### config.mk
export PLATFORM = sky130hd
export DESIGN_NAME = axi4_mmio_intc_flat
export DESIGN_NICKNAME = d
export VERILOG_FILES = /design/src/rtl/axi4_mmio_intc_if.sv /design/src/rtl/axi4_mmio_intc.sv /design/src/flat_wrapper.sv
export SDC_FILE = /design/constraint.sdc
export NUM_CORES = 1
export LEC_CHECK = 0
export CAP_MARGIN = 20
export CORE_MARGIN = 3
export CORE_UTILIZATION = 36
export DETAILED_ROUTE_END_ITERATION = 10
export GPL_TIMING_DRIVEN = 0
export HOLD_SLACK_MARGIN = 0.12
export PLACE_DENSITY = 0.78
export SLEW_MARGIN = 25
export SYNTH_ARGS = -nofsm -noshare
export SYNTH_HDL_FRONTEND = slang
export SYNTH_SLANG_ARGS = --single-unit
### constraint.sdc
create_clock -name clock -period 2.47 [get_ports clock]
set_input_delay 0.494 -clock clock [delete_from_list [all_inputs] [get_ports clock]]
set_output_delay 0.494 -clock clock [all_outputs]
set_load 0.02 [all_outputs]
### src/rtl/axi4_mmio_intc_if.sv
// AXI4 slave-side bus bundle for the MMIO interrupt controller.
// The slave modport is used by the controller; the master modport by whoever drives it.
interface axi4_mmio_intc_if #(
    parameter int ADDR_W = 31,
    parameter int ID_W   = 5
);
    // Write address channel
    logic              s_awready;
    logic              s_awvalid;
    logic [ID_W-1:0]   s_awid;
    logic [ADDR_W-1:0] s_awaddr;
    logic [7:0]        s_awlen;
    logic [2:0]        s_awsize;
    logic [1:0]        s_awburst;
    logic              s_awlock;
    logic [3:0]        s_awcache;
    logic [2:0]        s_awprot;
    logic [3:0]        s_awqos;
    // Write data channel
    logic              s_wready;
    logic              s_wvalid;
    logic [63:0]       s_wdata;
    logic [7:0]        s_wstrb;
    logic              s_wlast;
    // Write response channel
    logic              s_bready;
    logic              s_bvalid;
    logic [ID_W-1:0]   s_bid;
    logic [1:0]        s_bresp;
    // Read address channel
    logic              s_arready;
    logic              s_arvalid;
    logic [ID_W-1:0]   s_arid;
    logic [ADDR_W-1:0] s_araddr;
    logic [7:0]        s_arlen;
    logic [2:0]        s_arsize;
    logic [1:0]        s_arburst;
    logic              s_arlock;
    logic [3:0]        s_arcache;
    logic [2:0]        s_arprot;
    logic [3:0]        s_arqos;
    // Read data channel
    logic              s_rready;
    logic              s_rvalid;
    logic [ID_W-1:0]   s_rid;
    logic [63:0]       s_rdata;
    logic [1:0]        s_rresp;
    logic              s_rlast;

    modport slave (
        output s_awready,
        input  s_awvalid, s_awid, s_awaddr, s_awlen, s_awsize, s_awburst,
               s_awlock, s_awcache, s_awprot, s_awqos,
        output s_wready,
        input  s_wvalid, s_wdata, s_wstrb, s_wlast,
        input  s_bready,
        output s_bvalid, s_bid, s_bresp,
        output s_arready,
        input  s_arvalid, s_arid, s_araddr, s_arlen, s_arsize, s_arburst,
               s_arlock, s_arcache, s_arprot, s_arqos,
        input  s_rready,
        output s_rvalid, s_rid, s_rdata, s_rresp, s_rlast
    );

    modport master (
        input  s_awready,
        output s_awvalid, s_awid, s_awaddr, s_awlen, s_awsize, s_awburst,
               s_awlock, s_awcache, s_awprot, s_awqos,
        input  s_wready,
        output s_wvalid, s_wdata, s_wstrb, s_wlast,
        output s_bready,
        input  s_bvalid, s_bid, s_bresp,
        input  s_arready,
        output s_arvalid, s_arid, s_araddr, s_arlen, s_arsize, s_arburst,
               s_arlock, s_arcache, s_arprot, s_arqos,
        output s_rready,
        input  s_rvalid, s_rid, s_rdata, s_rresp, s_rlast
    );
endinterface

### src/rtl/axi4_mmio_intc.sv
// AXI4 MMIO interrupt controller: latches edges on irq_src into pending bits and
// drives ext_intrs from pending & enable. Registers: 0x00 PENDING (RO),
// 0x08 ENABLE (RW), 0x10 CLEAR (W1C), 0x18 MODE. Offsets >= 0x20 answer DECERR.
// Optional level-sensitive sources via macro AXI4_INTC_LEVEL_MODE_EN; without it
// MODE reads 0 and all sources are edge-only.
module axi4_mmio_intc #(
    parameter int NUM_SRC  = 6,
    parameter int ADDR_W   = 31,
    parameter int ID_W     = 5,
    parameter int BASE_OFF = 12
) (
    input  logic               clock,
    input  logic               reset,
    input  logic [NUM_SRC-1:0] irq_src,
    output logic [NUM_SRC-1:0] ext_intrs,
    axi4_mmio_intc_if.slave    s
);
    localparam logic [1:0] RESP_OKAY   = 2'b00;
    localparam logic [1:0] RESP_SLVERR = 2'b10;
    localparam logic [1:0] RESP_DECERR = 2'b11;
    localparam logic [1:0] BURST_FIXED = 2'b00;
    localparam logic [BASE_OFF-1:0] REG_END = BASE_OFF'(32);

    typedef enum logic [1:0] { W_IDLE, W_DATA, W_RESP } w_state_t;
    typedef enum logic       { R_IDLE, R_DATA } r_state_t;

    // Severity order DECERR > SLVERR > OKAY matches the numeric order of the codes.
    function automatic logic [1:0] worst_resp(input logic [1:0] a, input logic [1:0] b);
        worst_resp = (a > b) ? a : b;
    endfunction

    function automatic logic [63:0] strb_to_mask(input logic [7:0] strb);
        logic [63:0] m;
        for (int i = 0; i < 8; i++) begin
            m[i*8 +: 8] = {8{strb[i]}};
        end
        strb_to_mask = m;
    endfunction

    // Source path state
    logic [NUM_SRC-1:0] sync1_r, sync2_r, prev_r, edge_s;
    logic [NUM_SRC-1:0] pending_r, enable_r, ext_intrs_r;
    logic [NUM_SRC-1:0] clr_s, pend_edge_s, pend_nxt_s, mode_rd_s;

    // Write channel state
    w_state_t          w_state_r;
    logic              awready_r, wready_r, bvalid_r;
    logic [ID_W-1:0]   bid_r;
    logic [1:0]        bresp_r, w_acc_r;
    logic [ADDR_W-1:0] waddr_r;
    logic [7:0]        w_cnt_r;
    logic [1:0]        w_burst_r;

    // Read channel state
    r_state_t          r_state_r;
    logic              arready_r, rvalid_r, rlast_r;
    logic [ID_W-1:0]   rid_r;
    logic [63:0]       rdata_r;
    logic [1:0]        rresp_r;
    logic [ADDR_W-1:0] raddr_r;
    logic [7:0]        r_cnt_r;
    logic [1:0]        r_burst_r;

    // Write beat decode
    logic                wr_fire_s, wr_dec_s, wr_last_err_s;
    logic [BASE_OFF-1:0] wr_off_s;
    logic [1:0]          wr_sel_s, wr_beat_resp_s;
    logic [63:0]         wr_mask64_s;
    logic [NUM_SRC-1:0]  wr_mask_s, wr_bits_s;

    // Read beat decode
    logic [ADDR_W-1:0]   rd_addr_s;
    logic [BASE_OFF-1:0] rd_off_s;
    logic [63:0]         rd_data_s;
    logic [1:0]          rd_resp_s;

    logic unused_s;

    assign wr_fire_s      = wready_r & s.s_wvalid;
    assign wr_off_s       = waddr_r[BASE_OFF-1:0];
    assign wr_dec_s       = (wr_off_s >= REG_END);
    assign wr_sel_s       = wr_off_s[4:3];
    assign wr_mask64_s    = strb_to_mask(s.s_wstrb);
    assign wr_mask_s      = wr_mask64_s[NUM_SRC-1:0];
    assign wr_bits_s      = s.s_wdata[NUM_SRC-1:0] & wr_mask_s;
    // wlast must be set exactly on the beat where the counter reaches zero.
    assign wr_last_err_s  = ((w_cnt_r == 8'd0) != s.s_wlast);
    assign wr_beat_resp_s = wr_dec_s ? RESP_DECERR : (wr_last_err_s ? RESP_SLVERR : RESP_OKAY);

    assign edge_s      = sync2_r & ~prev_r;
    assign pend_edge_s = (pending_r & ~clr_s) | edge_s;

    // CLEAR bits from the current write beat; strobe-masked so strb=0 clears nothing.
    always_comb begin
        clr_s = '0;
        if (wr_fire_s && !wr_dec_s && (wr_sel_s == 2'd2)) begin
            clr_s = wr_bits_s;
        end else begin
            clr_s = '0;
        end
    end

`ifdef AXI4_INTC_LEVEL_MODE_EN
    logic [NUM_SRC-1:0] mode_r;

    // MODE register: per-source level-sensitive select.
    always_ff @(posedge clock or negedge reset) begin
        if (!reset) begin
            mode_r <= '0;
        end else if (wr_fire_s && !wr_dec_s && (wr_sel_s == 2'd3)) begin
            mode_r <= (mode_r & ~wr_mask_s) | wr_bits_s;
        end
    end

    assign mode_rd_s  = mode_r;
    // Level sources track the synchronized input, so CLEAR cannot drop them while high.
    assign pend_nxt_s = (pend_edge_s & ~mode_r) | (sync2_r & mode_r);
`else
    assign mode_rd_s  = '0;
    assign pend_nxt_s = pend_edge_s;
`endif

    // Synchronizer, edge history, pending, and registered interrupt outputs.
    always_ff @(posedge clock or negedge reset) begin
        if (!reset) begin
            sync1_r     <= '0;
            sync2_r     <= '0;
            prev_r      <= '0;
            pending_r   <= '0;
            ext_intrs_r <= '0;
        end else begin
            sync1_r     <= irq_src;
            sync2_r     <= sync1_r;
            prev_r      <= sync2_r;
            pending_r   <= pend_nxt_s;
            ext_intrs_r <= pending_r & enable_r;
        end
    end

    // ENABLE register with byte-strobe merge.
    always_ff @(posedge clock or negedge reset) begin
        if (!reset) begin
            enable_r <= '0;
        end else if (wr_fire_s && !wr_dec_s && (wr_sel_s == 2'd1)) begin
            enable_r <= (enable_r & ~wr_mask_s) | wr_bits_s;
        end
    end

    // Write FSM: address capture, data beats, then a single response.
    always_ff @(posedge clock or negedge reset) begin
        if (!reset) begin
            w_state_r <= W_IDLE;
            awready_r <= 1'b0;
            wready_r  <= 1'b0;
            bvalid_r  <= 1'b0;
            bid_r     <= '0;
            bresp_r   <= RESP_OKAY;
            w_acc_r   <= RESP_OKAY;
            waddr_r   <= '0;
            w_cnt_r   <= 8'd0;
            w_burst_r <= BURST_FIXED;
        end else begin
            case (w_state_r)
                W_IDLE: begin
                    if (awready_r && s.s_awvalid) begin
                        awready_r <= 1'b0;
                        wready_r  <= 1'b1;
                        bid_r     <= s.s_awid;
                        waddr_r   <= s.s_awaddr;
                        w_cnt_r   <= s.s_awlen;
                        w_burst_r <= s.s_awburst;
                        w_acc_r   <= RESP_OKAY;
                        w_state_r <= W_DATA;
                    end else begin
                        awready_r <= 1'b1;
                    end
                end
                W_DATA: begin
                    if (wr_fire_s) begin
                        if (w_burst_r != BURST_FIXED) begin
                            waddr_r <= waddr_r + ADDR_W'(8);
                        end
                        if (w_cnt_r == 8'd0) begin
                            wready_r  <= 1'b0;
                            bvalid_r  <= 1'b1;
                            bresp_r   <= worst_resp(w_acc_r, wr_beat_resp_s);
                            w_state_r <= W_RESP;
                        end else begin
                            w_cnt_r <= w_cnt_r - 8'd1;
                            w_acc_r <= worst_resp(w_acc_r, wr_beat_resp_s);
                        end
                    end
                end
                W_RESP: begin
                    if (s.s_bready) begin
                        bvalid_r  <= 1'b0;
                        awready_r <= 1'b1;
                        w_state_r <= W_IDLE;
                    end
                end
                default: begin
                    w_state_r <= W_IDLE;
                    awready_r <= 1'b0;
                    wready_r  <= 1'b0;
                    bvalid_r  <= 1'b0;
                end
            endcase
        end
    end

    // Address of the beat to present next: the AR address, or the advanced burst address.
    always_comb begin
        rd_addr_s = raddr_r;
        if (r_state_r == R_IDLE) begin
            rd_addr_s = s.s_araddr;
        end else if (r_burst_r == BURST_FIXED) begin
            rd_addr_s = raddr_r;
        end else begin
            rd_addr_s = raddr_r + ADDR_W'(8);
        end
    end

    assign rd_off_s = rd_addr_s[BASE_OFF-1:0];

    // Register read mux; bits above NUM_SRC read as zero.
    always_comb begin
        rd_data_s = 64'd0;
        rd_resp_s = RESP_OKAY;
        if (rd_off_s >= REG_END) begin
            rd_resp_s = RESP_DECERR;
        end else begin
            case (rd_off_s[4:3])
                2'd0:    rd_data_s = 64'(pending_r);
                2'd1:    rd_data_s = 64'(enable_r);
                2'd2:    rd_data_s = 64'd0;
                2'd3:    rd_data_s = 64'(mode_rd_s);
                default: rd_data_s = 64'd0;
            endcase
        end
    end

    // Read FSM: R outputs are registered and only advance on an R handshake.
    always_ff @(posedge clock or negedge reset) begin
        if (!reset) begin
            r_state_r <= R_IDLE;
            arready_r <= 1'b0;
            rvalid_r  <= 1'b0;
            rlast_r   <= 1'b0;
            rid_r     <= '0;
            rdata_r   <= 64'd0;
            rresp_r   <= RESP_OKAY;
            raddr_r   <= '0;
            r_cnt_r   <= 8'd0;
            r_burst_r <= BURST_FIXED;
        end else begin
            case (r_state_r)
                R_IDLE: begin
                    if (arready_r && s.s_arvalid) begin
                        arready_r <= 1'b0;
                        rid_r     <= s.s_arid;
                        raddr_r   <= s.s_araddr;
                        r_cnt_r   <= s.s_arlen;
                        r_burst_r <= s.s_arburst;
                        rvalid_r  <= 1'b1;
                        rdata_r   <= rd_data_s;
                        rresp_r   <= rd_resp_s;
                        rlast_r   <= (s.s_arlen == 8'd0);
                        r_state_r <= R_DATA;
                    end else begin
                        arready_r <= 1'b1;
                    end
                end
                R_DATA: begin
                    if (s.s_rready) begin
                        if (r_cnt_r == 8'd0) begin
                            rvalid_r  <= 1'b0;
                            rlast_r   <= 1'b0;
                            arready_r <= 1'b1;
                            r_state_r <= R_IDLE;
                        end else begin
                            raddr_r <= rd_addr_s;
                            r_cnt_r <= r_cnt_r - 8'd1;
                            rdata_r <= rd_data_s;
                            rresp_r <= rd_resp_s;
                            rlast_r <= (r_cnt_r == 8'd1);
                        end
                    end
                end
                default: begin
                    r_state_r <= R_IDLE;
                    arready_r <= 1'b0;
                    rvalid_r  <= 1'b0;
                    rlast_r   <= 1'b0;
                end
            endcase
        end
    end

    assign ext_intrs   = ext_intrs_r;
    assign s.s_awready = awready_r;
    assign s.s_wready  = wready_r;
    assign s.s_bvalid  = bvalid_r;
    assign s.s_bid     = bid_r;
    assign s.s_bresp   = bresp_r;
    assign s.s_arready = arready_r;
    assign s.s_rvalid  = rvalid_r;
    assign s.s_rid     = rid_r;
    assign s.s_rdata   = rdata_r;
    assign s.s_rresp   = rresp_r;
    assign s.s_rlast   = rlast_r;

    // Sideband fields that carry no meaning for this slave, plus address/data bits
    // outside the decoded range.
    assign unused_s = ^{s.s_awsize, s.s_awlock, s.s_awcache, s.s_awprot, s.s_awqos,
                        s.s_arsize, s.s_arlock, s.s_arcache, s.s_arprot, s.s_arqos,
                        s.s_wdata, waddr_r, rd_addr_s, wr_mask64_s};
endmodule
### src/flat_wrapper.sv
// flat-port wrapper written by rule: the top's interface ports become plain ports
module axi4_mmio_intc_flat 
#(
    parameter int NUM_SRC  = 6,
    parameter int ADDR_W   = 31,
    parameter int ID_W     = 5,
    parameter int BASE_OFF = 12
)
  (clock, reset, irq_src, ext_intrs, s_s_awready, s_s_awvalid, s_s_awid, s_s_awaddr, s_s_awlen, s_s_awsize, s_s_awburst, s_s_awlock, s_s_awcache, s_s_awprot, s_s_awqos, s_s_wready, s_s_wvalid, s_s_wdata, s_s_wstrb, s_s_wlast, s_s_bready, s_s_bvalid, s_s_bid, s_s_bresp, s_s_arready, s_s_arvalid, s_s_arid, s_s_araddr, s_s_arlen, s_s_arsize, s_s_arburst, s_s_arlock, s_s_arcache, s_s_arprot, s_s_arqos, s_s_rready, s_s_rvalid, s_s_rid, s_s_rdata, s_s_rresp, s_s_rlast);
  axi4_mmio_intc_if #(.ADDR_W(ADDR_W), .ID_W(ID_W)) s_i ();
  input  logic clock;
  input  logic reset;
  input  logic [NUM_SRC-1:0] irq_src;
  output logic [NUM_SRC-1:0] ext_intrs;
  output wire logic [$bits(s_i.s_awready)-1:0] s_s_awready;
  input wire logic [$bits(s_i.s_awvalid)-1:0] s_s_awvalid;
  input wire logic [$bits(s_i.s_awid)-1:0] s_s_awid;
  input wire logic [$bits(s_i.s_awaddr)-1:0] s_s_awaddr;
  input wire logic [$bits(s_i.s_awlen)-1:0] s_s_awlen;
  input wire logic [$bits(s_i.s_awsize)-1:0] s_s_awsize;
  input wire logic [$bits(s_i.s_awburst)-1:0] s_s_awburst;
  input wire logic [$bits(s_i.s_awlock)-1:0] s_s_awlock;
  input wire logic [$bits(s_i.s_awcache)-1:0] s_s_awcache;
  input wire logic [$bits(s_i.s_awprot)-1:0] s_s_awprot;
  input wire logic [$bits(s_i.s_awqos)-1:0] s_s_awqos;
  output wire logic [$bits(s_i.s_wready)-1:0] s_s_wready;
  input wire logic [$bits(s_i.s_wvalid)-1:0] s_s_wvalid;
  input wire logic [$bits(s_i.s_wdata)-1:0] s_s_wdata;
  input wire logic [$bits(s_i.s_wstrb)-1:0] s_s_wstrb;
  input wire logic [$bits(s_i.s_wlast)-1:0] s_s_wlast;
  input wire logic [$bits(s_i.s_bready)-1:0] s_s_bready;
  output wire logic [$bits(s_i.s_bvalid)-1:0] s_s_bvalid;
  output wire logic [$bits(s_i.s_bid)-1:0] s_s_bid;
  output wire logic [$bits(s_i.s_bresp)-1:0] s_s_bresp;
  output wire logic [$bits(s_i.s_arready)-1:0] s_s_arready;
  input wire logic [$bits(s_i.s_arvalid)-1:0] s_s_arvalid;
  input wire logic [$bits(s_i.s_arid)-1:0] s_s_arid;
  input wire logic [$bits(s_i.s_araddr)-1:0] s_s_araddr;
  input wire logic [$bits(s_i.s_arlen)-1:0] s_s_arlen;
  input wire logic [$bits(s_i.s_arsize)-1:0] s_s_arsize;
  input wire logic [$bits(s_i.s_arburst)-1:0] s_s_arburst;
  input wire logic [$bits(s_i.s_arlock)-1:0] s_s_arlock;
  input wire logic [$bits(s_i.s_arcache)-1:0] s_s_arcache;
  input wire logic [$bits(s_i.s_arprot)-1:0] s_s_arprot;
  input wire logic [$bits(s_i.s_arqos)-1:0] s_s_arqos;
  input wire logic [$bits(s_i.s_rready)-1:0] s_s_rready;
  output wire logic [$bits(s_i.s_rvalid)-1:0] s_s_rvalid;
  output wire logic [$bits(s_i.s_rid)-1:0] s_s_rid;
  output wire logic [$bits(s_i.s_rdata)-1:0] s_s_rdata;
  output wire logic [$bits(s_i.s_rresp)-1:0] s_s_rresp;
  output wire logic [$bits(s_i.s_rlast)-1:0] s_s_rlast;
  assign s_s_awready = s_i.s_awready;
  assign s_i.s_awvalid = s_s_awvalid;
  assign s_i.s_awid = s_s_awid;
  assign s_i.s_awaddr = s_s_awaddr;
  assign s_i.s_awlen = s_s_awlen;
  assign s_i.s_awsize = s_s_awsize;
  assign s_i.s_awburst = s_s_awburst;
  assign s_i.s_awlock = s_s_awlock;
  assign s_i.s_awcache = s_s_awcache;
  assign s_i.s_awprot = s_s_awprot;
  assign s_i.s_awqos = s_s_awqos;
  assign s_s_wready = s_i.s_wready;
  assign s_i.s_wvalid = s_s_wvalid;
  assign s_i.s_wdata = s_s_wdata;
  assign s_i.s_wstrb = s_s_wstrb;
  assign s_i.s_wlast = s_s_wlast;
  assign s_i.s_bready = s_s_bready;
  assign s_s_bvalid = s_i.s_bvalid;
  assign s_s_bid = s_i.s_bid;
  assign s_s_bresp = s_i.s_bresp;
  assign s_s_arready = s_i.s_arready;
  assign s_i.s_arvalid = s_s_arvalid;
  assign s_i.s_arid = s_s_arid;
  assign s_i.s_araddr = s_s_araddr;
  assign s_i.s_arlen = s_s_arlen;
  assign s_i.s_arsize = s_s_arsize;
  assign s_i.s_arburst = s_s_arburst;
  assign s_i.s_arlock = s_s_arlock;
  assign s_i.s_arcache = s_s_arcache;
  assign s_i.s_arprot = s_s_arprot;
  assign s_i.s_arqos = s_s_arqos;
  assign s_i.s_rready = s_s_rready;
  assign s_s_rvalid = s_i.s_rvalid;
  assign s_s_rid = s_i.s_rid;
  assign s_s_rdata = s_i.s_rdata;
  assign s_s_rresp = s_i.s_rresp;
  assign s_s_rlast = s_i.s_rlast;
  axi4_mmio_intc #(.NUM_SRC(NUM_SRC), .ADDR_W(ADDR_W), .ID_W(ID_W), .BASE_OFF(BASE_OFF)) u_core (.clock(clock), .reset(reset), .irq_src(irq_src), .ext_intrs(ext_intrs), .s(s_i));
endmodule
# Word level (Yosys, flattened, before mapping)
# Index checks and enable logic that the tools add are counted.
dict set report classes {
  mux 69
  magnitude_cmp 3
  eq_ne 20
  bitwise 15
  add_sub_neg 4
  n_reduce_logical 29
}
# cell count
set op_table {}
lappend op_table {{two-way mux 64 bit} 4}
lappend op_table {{two-way mux 31 bit} 8}
lappend op_table {{case mux 64 bit (3 select lines)} 1}
lappend op_table {{case mux 64 bit (2 select lines)} 1}
lappend op_table {{case mux 31 bit (2 select lines)} 2}
lappend op_table {{adder 31 x 4 -> 31 bit (second input constant)} 2}
lappend op_table {{two-way mux 8 bit} 6}
lappend op_table {{case mux 8 bit (2 select lines)} 2}
lappend op_table {{AND 6 bit} 5}
lappend op_table {{two-way mux 2 bit} 14}
lappend op_table {{greater-or-equal comparator 12 x 6 -> 1 bit (second input constant)} 2}
lappend op_table {{zero test 8 bit} 3}
lappend op_table {{AND reduction 4 bit} 6}
lappend op_table {{two-way mux 1 bit} 20}
lappend op_table {{NOT 6 bit} 3}
lappend op_table {{subtractor 8 x 1 -> 8 bit (second input constant)} 2}
lappend op_table {{!= test 2 bit (second input constant)} 7}
lappend op_table {{OR 6 bit} 2}
lappend op_table {{AND reduction 2 bit} 5}
lappend op_table {{case mux 1 bit (3 select lines)} 3}
lappend op_table {{AND reduction 3 bit} 3}
lappend op_table {{equality test 2 bit (second input constant)} 4}
lappend op_table {{equality test 8 x 1 -> 1 bit (second input constant)} 1}
lappend op_table {{!= test 2 x 1 -> 1 bit (second input constant)} 4}
lappend op_table {{14 further kinds} 30}
dict set report totals {
  regBits 207
  out_inout_bits 90
  inputBits 208
}

# Depth between registers and ports, before layout
dict set report logic_depth {
  word_depth 10
  mapped_depth 12
  depth_no_buf 12
}

# Worst setup path after synthesis
# No wires, ideal clock.
dict set report synth_timing {
  path_type {reg2reg}
  startpoint {register u_core.w_cnt_r[0]}
  endpoint {register u_core.w_acc_r[0]}
  period_less_slack_ps 2461
  stages_incl_launch_ff 13
  path_slack_ps 9
  setup_time_ps 130
  t_arrival_ps 2331
  cell_sequence {dfrtp_1 > inv_1 > ha_1 > or4b_2 > nand2b_4 > xnor2_1 > nor2_1 > ha_1 > inv_1 > nor3_1 > a31oi_1 > o211ai_1 > o21ai_0}
}
dict set report synth_via {
  elab_chain_cells 9
}
# element line_no
set synth_rtl {}
lappend synth_rtl {{start: declaration} axi4_mmio_intc.sv:51} ;# logic [7:0] w_cnt_r;
lappend synth_rtl {{start signal: assignment} axi4_mmio_intc.sv:170} ;# w_cnt_r <= s.s_awlen;
lappend synth_rtl {{start signal: assignment} axi4_mmio_intc.sv:189} ;# w_cnt_r <= w_cnt_r - 8'd1;
lappend synth_rtl {{zero test 8 bit (*)} {axi4_mmio_intc.sv:87, axi4_mmio_intc.sv:183}}
lappend synth_rtl {{!= test 1 bit} axi4_mmio_intc.sv:87} ;# assign wr_last_err_s = ((w_cnt_r == 8'd0) != s.s_wlast);
lappend synth_rtl {{two-way mux 2 bit (2 in series)} axi4_mmio_intc.sv:88} ;# assign wr_beat_resp_s = wr_dec_s ? RESP_DECERR : (wr_last_err_s ? RESP_SLVERR : RESP_OKAY);
lappend synth_rtl {{> comparator 2 bit} axi4_mmio_intc.sv:29} ;# worst_resp = (a > b) ? a : b;
lappend synth_rtl {{two-way mux 2 bit (3 in series)} n/a}
lappend synth_rtl {{case mux 2 bit (2 select lines)} n/a}
lappend synth_rtl {{end signal: assignment} axi4_mmio_intc.sv:190} ;# w_acc_r <= worst_resp(w_acc_r, wr_beat_resp_s);
lappend synth_rtl {{end: declaration} axi4_mmio_intc.sv:49} ;# logic [1:0] bresp_r, w_acc_r;
# Every way passes the cells marked *; elsewhere a longest branch is shown, timed or not. The select of a mux whose other input is x is not followed.
# A chain may end at the register's enable or synchronous reset.

# Worst setup path in the final report
dict set report layout_timing {
  startpoint {register u_core.waddr_r[7]}
  endpoint {register u_core.w_acc_r[0]}
}
dict set report layout_via {
  elab_chain_cells 7
}
# element line_no
set layout_rtl {}
lappend layout_rtl {{start: declaration} axi4_mmio_intc.sv:50} ;# logic [ADDR_W-1:0] waddr_r;
lappend layout_rtl {{start signal: assignment} axi4_mmio_intc.sv:169} ;# waddr_r <= s.s_awaddr;
lappend layout_rtl {{start signal: assignment} axi4_mmio_intc.sv:181} ;# waddr_r <= waddr_r + ADDR_W'(8);
lappend layout_rtl {{greater-or-equal comparator 12 x 6 -> 1 bit (*)} axi4_mmio_intc.sv:81} ;# assign wr_dec_s = (wr_off_s >= REG_END);
lappend layout_rtl {{two-way mux 2 bit (*)} axi4_mmio_intc.sv:88}
lappend layout_rtl {{> comparator 2 bit} axi4_mmio_intc.sv:29}
lappend layout_rtl {{two-way mux 2 bit (*)} n/a}
lappend layout_rtl {{two-way mux 2 bit (*)} axi4_mmio_intc.sv:183} ;# if (w_cnt_r == 8'd0) begin
lappend layout_rtl {{two-way mux 2 bit (*)} axi4_mmio_intc.sv:179} ;# if (wr_fire_s) begin
lappend layout_rtl {{case mux 2 bit (2 select lines) (*)} axi4_mmio_intc.sv:163} ;# case (w_state_r)
# Marked as above.

==> flow_metrics.tcl <==
set metrics [dict create \
    ys_ff_latch 104 \
    crit_fanout 6 \
    post-place-cells 929 \
    htreeDepth 3 \
    die_h_um 130 \
    cts_buffer_depth 2 \
    synthesis.instances 587 \
    pwr-share-comb 0.453 \
    rsz0062_at_grt "true" \
    setup_violations 0 \
    syn2layout_area_growth_pct 34.8 \
    gp_congestion 0.881 \
    fmax_mhz 415 \
    grt_max_degree 65 \
    root_buffer "clkbuf_16" \
    clock_power_share 0.190 \
    start_util 0.374 \
    hpwl_um 9820 \
    worstPathRequired_ps 2710 \
    via_count 4615 \
    total_power_w 0.00749 \
    drtIter0Drc 336 \
    holdCritPathClass "reg -> reg" \
    cts_tree "done" \
    grt_use_total 0.159 \
    clock-skew-final_ps 5.82 \
    worstSetupStartpointType "flip-flop" \
    dr.pass1.iters 4 \
    powerDensity_mw_per_mm2 1000 \
    cts_buffers 9 \
    internal_power_w 0.00440 \
    run_status "finished, final reports clean" \
    synthesis.area_sq_mm 0.00554 \
    drive_gt1_frac 0.171 \
    peakVddDrop_v 0.000618 \
    grt_pass1_wl_um 21400 \
    grt-ovfl-total 0 \
    insertion_delay_ps 360 \
    final_nets 984 \
    min_period_ps 2410 \
    ys_types 62 \
    die_area_sq_mm 0.0169 \
    ys.flop_type "dfrtp_1" \
    maxCapViolCount 0 \
    pwr-share-seq 0.357 \
    route.detailed.drc 0 \
    grt_antenna_before_repair 0 \
    instances_no_fill 954 \
    yosysSeqAreaShare 0.470 \
    synth-async-reset-ratio 1.00 \
    first_global_vias 4435 \
    synth.avg_cell_area_sq_um 9.44 \
    synth_enable_flop_cells 0 \
    hold_viol_final 0 \
    finalCritPeriodShare 0.976 \
    maxSlewHeadroom 0.535 \
    synth_warnings 0 \
    row_count 44 \
    path_clk_slew_ps 80 \
    n_antenna_cell 0 \
    maxSlewViolCount 0 \
    drt-total-wl_um 13600 \
    io_buffers 100 \
    worstPathArrival_ps 2650 \
    switching_power_w 0.00310 \
    tightest_slew_ps 684 \
    numClockSinks 104 \
    p_leak_nw 3.38 \
    core_sq_mm 0.0148 \
    ios 298 \
    cp-end-kind "flip-flop" \
    p_sw_frac 0.413 \
    viasPerCell 4.84 \
    dieWidth_um 130 \
    final_antenna_net_count 0 \
    detail_route.wl_per_cell_um 14.3 \
    worstSetupPathType "reg -> reg" \
]
## stage by stage
stage / utilization / setup TNS (ps) / hold slack, ps / setup WS, ps / instance area (sq um)
2_1_floorplan: - / 0 / 198 / 8.58 / 5760
3_3_place_gp: 0.472 / -331390 / 335 / -3190 / 6990
3_5_place_dp: 0.474 / -903 / 335 / -283 / 7020
4_1_cts: 0.496 / 0 / 352 / 4.82 / 7350
5_1_grt: 0.505 / -114 / 358 / -61.3 / 7470
6_report: 0.505 / 0 / 350 / 58.1 / 7470
## power groups by stage
stage,Combinational [W],Clock [W],Sequential (W)
after global placement,0.00316,0,0.00265
after floorplan,0.00216,0,0.00274
final,0.00339,0.00142,0.00268
after detailed placement,0.00324,0,0.00269
after CTS,0.00329,0.00147,0.00266
after global routing,0.00380,0.00153,0.00275
## timing repair
item,4_1_cts,5_1_grt
setup endpoints to repair,2,6
endpoints found under the hold margin,40,0
pin swaps,4,10
resized for setup,4,18
setup buffers,4,4
hold buffers,1,0
## layer usage
layer	wire length [um]	share of wire	vias to the layer above	track usage
met5	0	0	-	0
met4	222	0.016	0	0.0483
met3	856	0.063	23	0.0487
met2	6570	0.48	157	0.260
met1	5950	0.44	2155	0.202
li1	-	-	2280	-
## final cells by class
class	instances	area (sq um)
Fill cell	1364	7340
Multi-Input combinational cell	431	2610
Sequential cell	104	2600
Timing Repair Buffer	110	1110
Buffer	87	554
Tap cell	184	230
Clock buffer	10	229
Inverter	22	85.1
Clock inverter	6	56.3
## synthesized netlist by cell type, drive strengths merged (2+ instances only)
library cell,instances,share of area
nor3b,2,0.0027
nor4,5,0.0084
clkbuf,25,0.017
nor3,14,0.013
a22o,7,0.011
nand4,2,0.0023
a21oi,35,0.032
or4,2,0.0034
a211oi,7,0.010
nand3,16,0.014
buf,62,0.083
or2,4,0.0045
a22oi,7,0.0095
and2,9,0.010
xor2,2,0.0032
o211ai,6,0.0090
o2111ai,2,0.0063
mux2,14,0.028
nor2,40,0.027
and3,3,0.0034
inv,22,0.015
a2bb2oi,2,0.0032
o311ai,2,0.0063
o21ai,46,0.042
mux2i,10,0.019
nand2b,6,0.0081
or4b,2,0.0036
nor2b,4,0.0045
o31ai,9,0.012
o21a,3,0.0041
o22ai,9,0.010
dfrtp,104,0.47
nand2,72,0.049
xnor2,4,0.0063
ha,11,0.025
or3,4,0.0047
## state kept, by name, summed over array words and instances, names as in the netlist, 2 cells and up, named ones only
register	cells
u_core.r_cnt_r	8
u_core.ext_intrs	6
u_core.s.s_rid	5
u_core.s.s_bid	5
u_core.pending_r	6
u_core.w_acc_r	2
u_core.sync2_r	6
u_core.prev_r	6
u_core.raddr_r	9
u_core.waddr_r	9
u_core.w_cnt_r	8
u_core.s.s_bresp	2
u_core.w_burst_r	2
u_core.sync1_r	6
u_core.w_state_r	2
u_core.s.s_rdata	6
u_core.r_burst_r	2
## kinds of logic after synthesis
logic type,count (synthesis),synth area share
mux,24,0.0472
compound gates,143,0.168
xor+xnor,6,0.00948
simple gates,189,0.165
flops,104,0.470
buf+inv,109,0.115
other cells,1,0.000677
fa+ha+maj,11,0.0248
## worst paths after layout
kind	start	endpoint	slack (ps)	depth (start not counted)
max	u_core.waddr_r[7]	u_core.w_acc_r[0]	60	9
min	u_core.sync1_r[0]	u_core.sync2_r[0]	350	0
max reg2reg	u_core.waddr_r[7]	u_core.w_acc_r[0]	60	9
min reg2reg	u_core.sync1_r[0]	u_core.sync2_r[0]	350	0
max in group asynchronous	reset	u_core.sync2_r[0]	1210	3
min in group asynchronous	reset	u_core.w_cnt_r[2]	620	2
## worst max-delay path, cell delays in order, from the launching register on
cell and delay, ps:
dfrtp_1 430, or4_4 560, nor4_4 270, buf_4 190
inv_4 50, nor2_4 140, buf_6 120, ha_4 190
o211ai_1 240, o21ai_1 110
## cell usage in the layout (no fill, tap or decap), drive strengths merged, types with 6 or more instances in the layout
cell type,n
ha,11
nor2,40
conb,58
o211ai,6
nand2,72
dfrtp,104
mux2i,10
a211oi,7
inv,27
clkbuf,35
a22oi,7
nand3,16
and2,9
a22o,7
mux2,14
nand2b,6
o31ai,9
clkdlybuf4s50,99
o22ai,9
a21oi,35
o21ai,46
buf,72
nor3,14
Power figures use the tool's default switching activity.
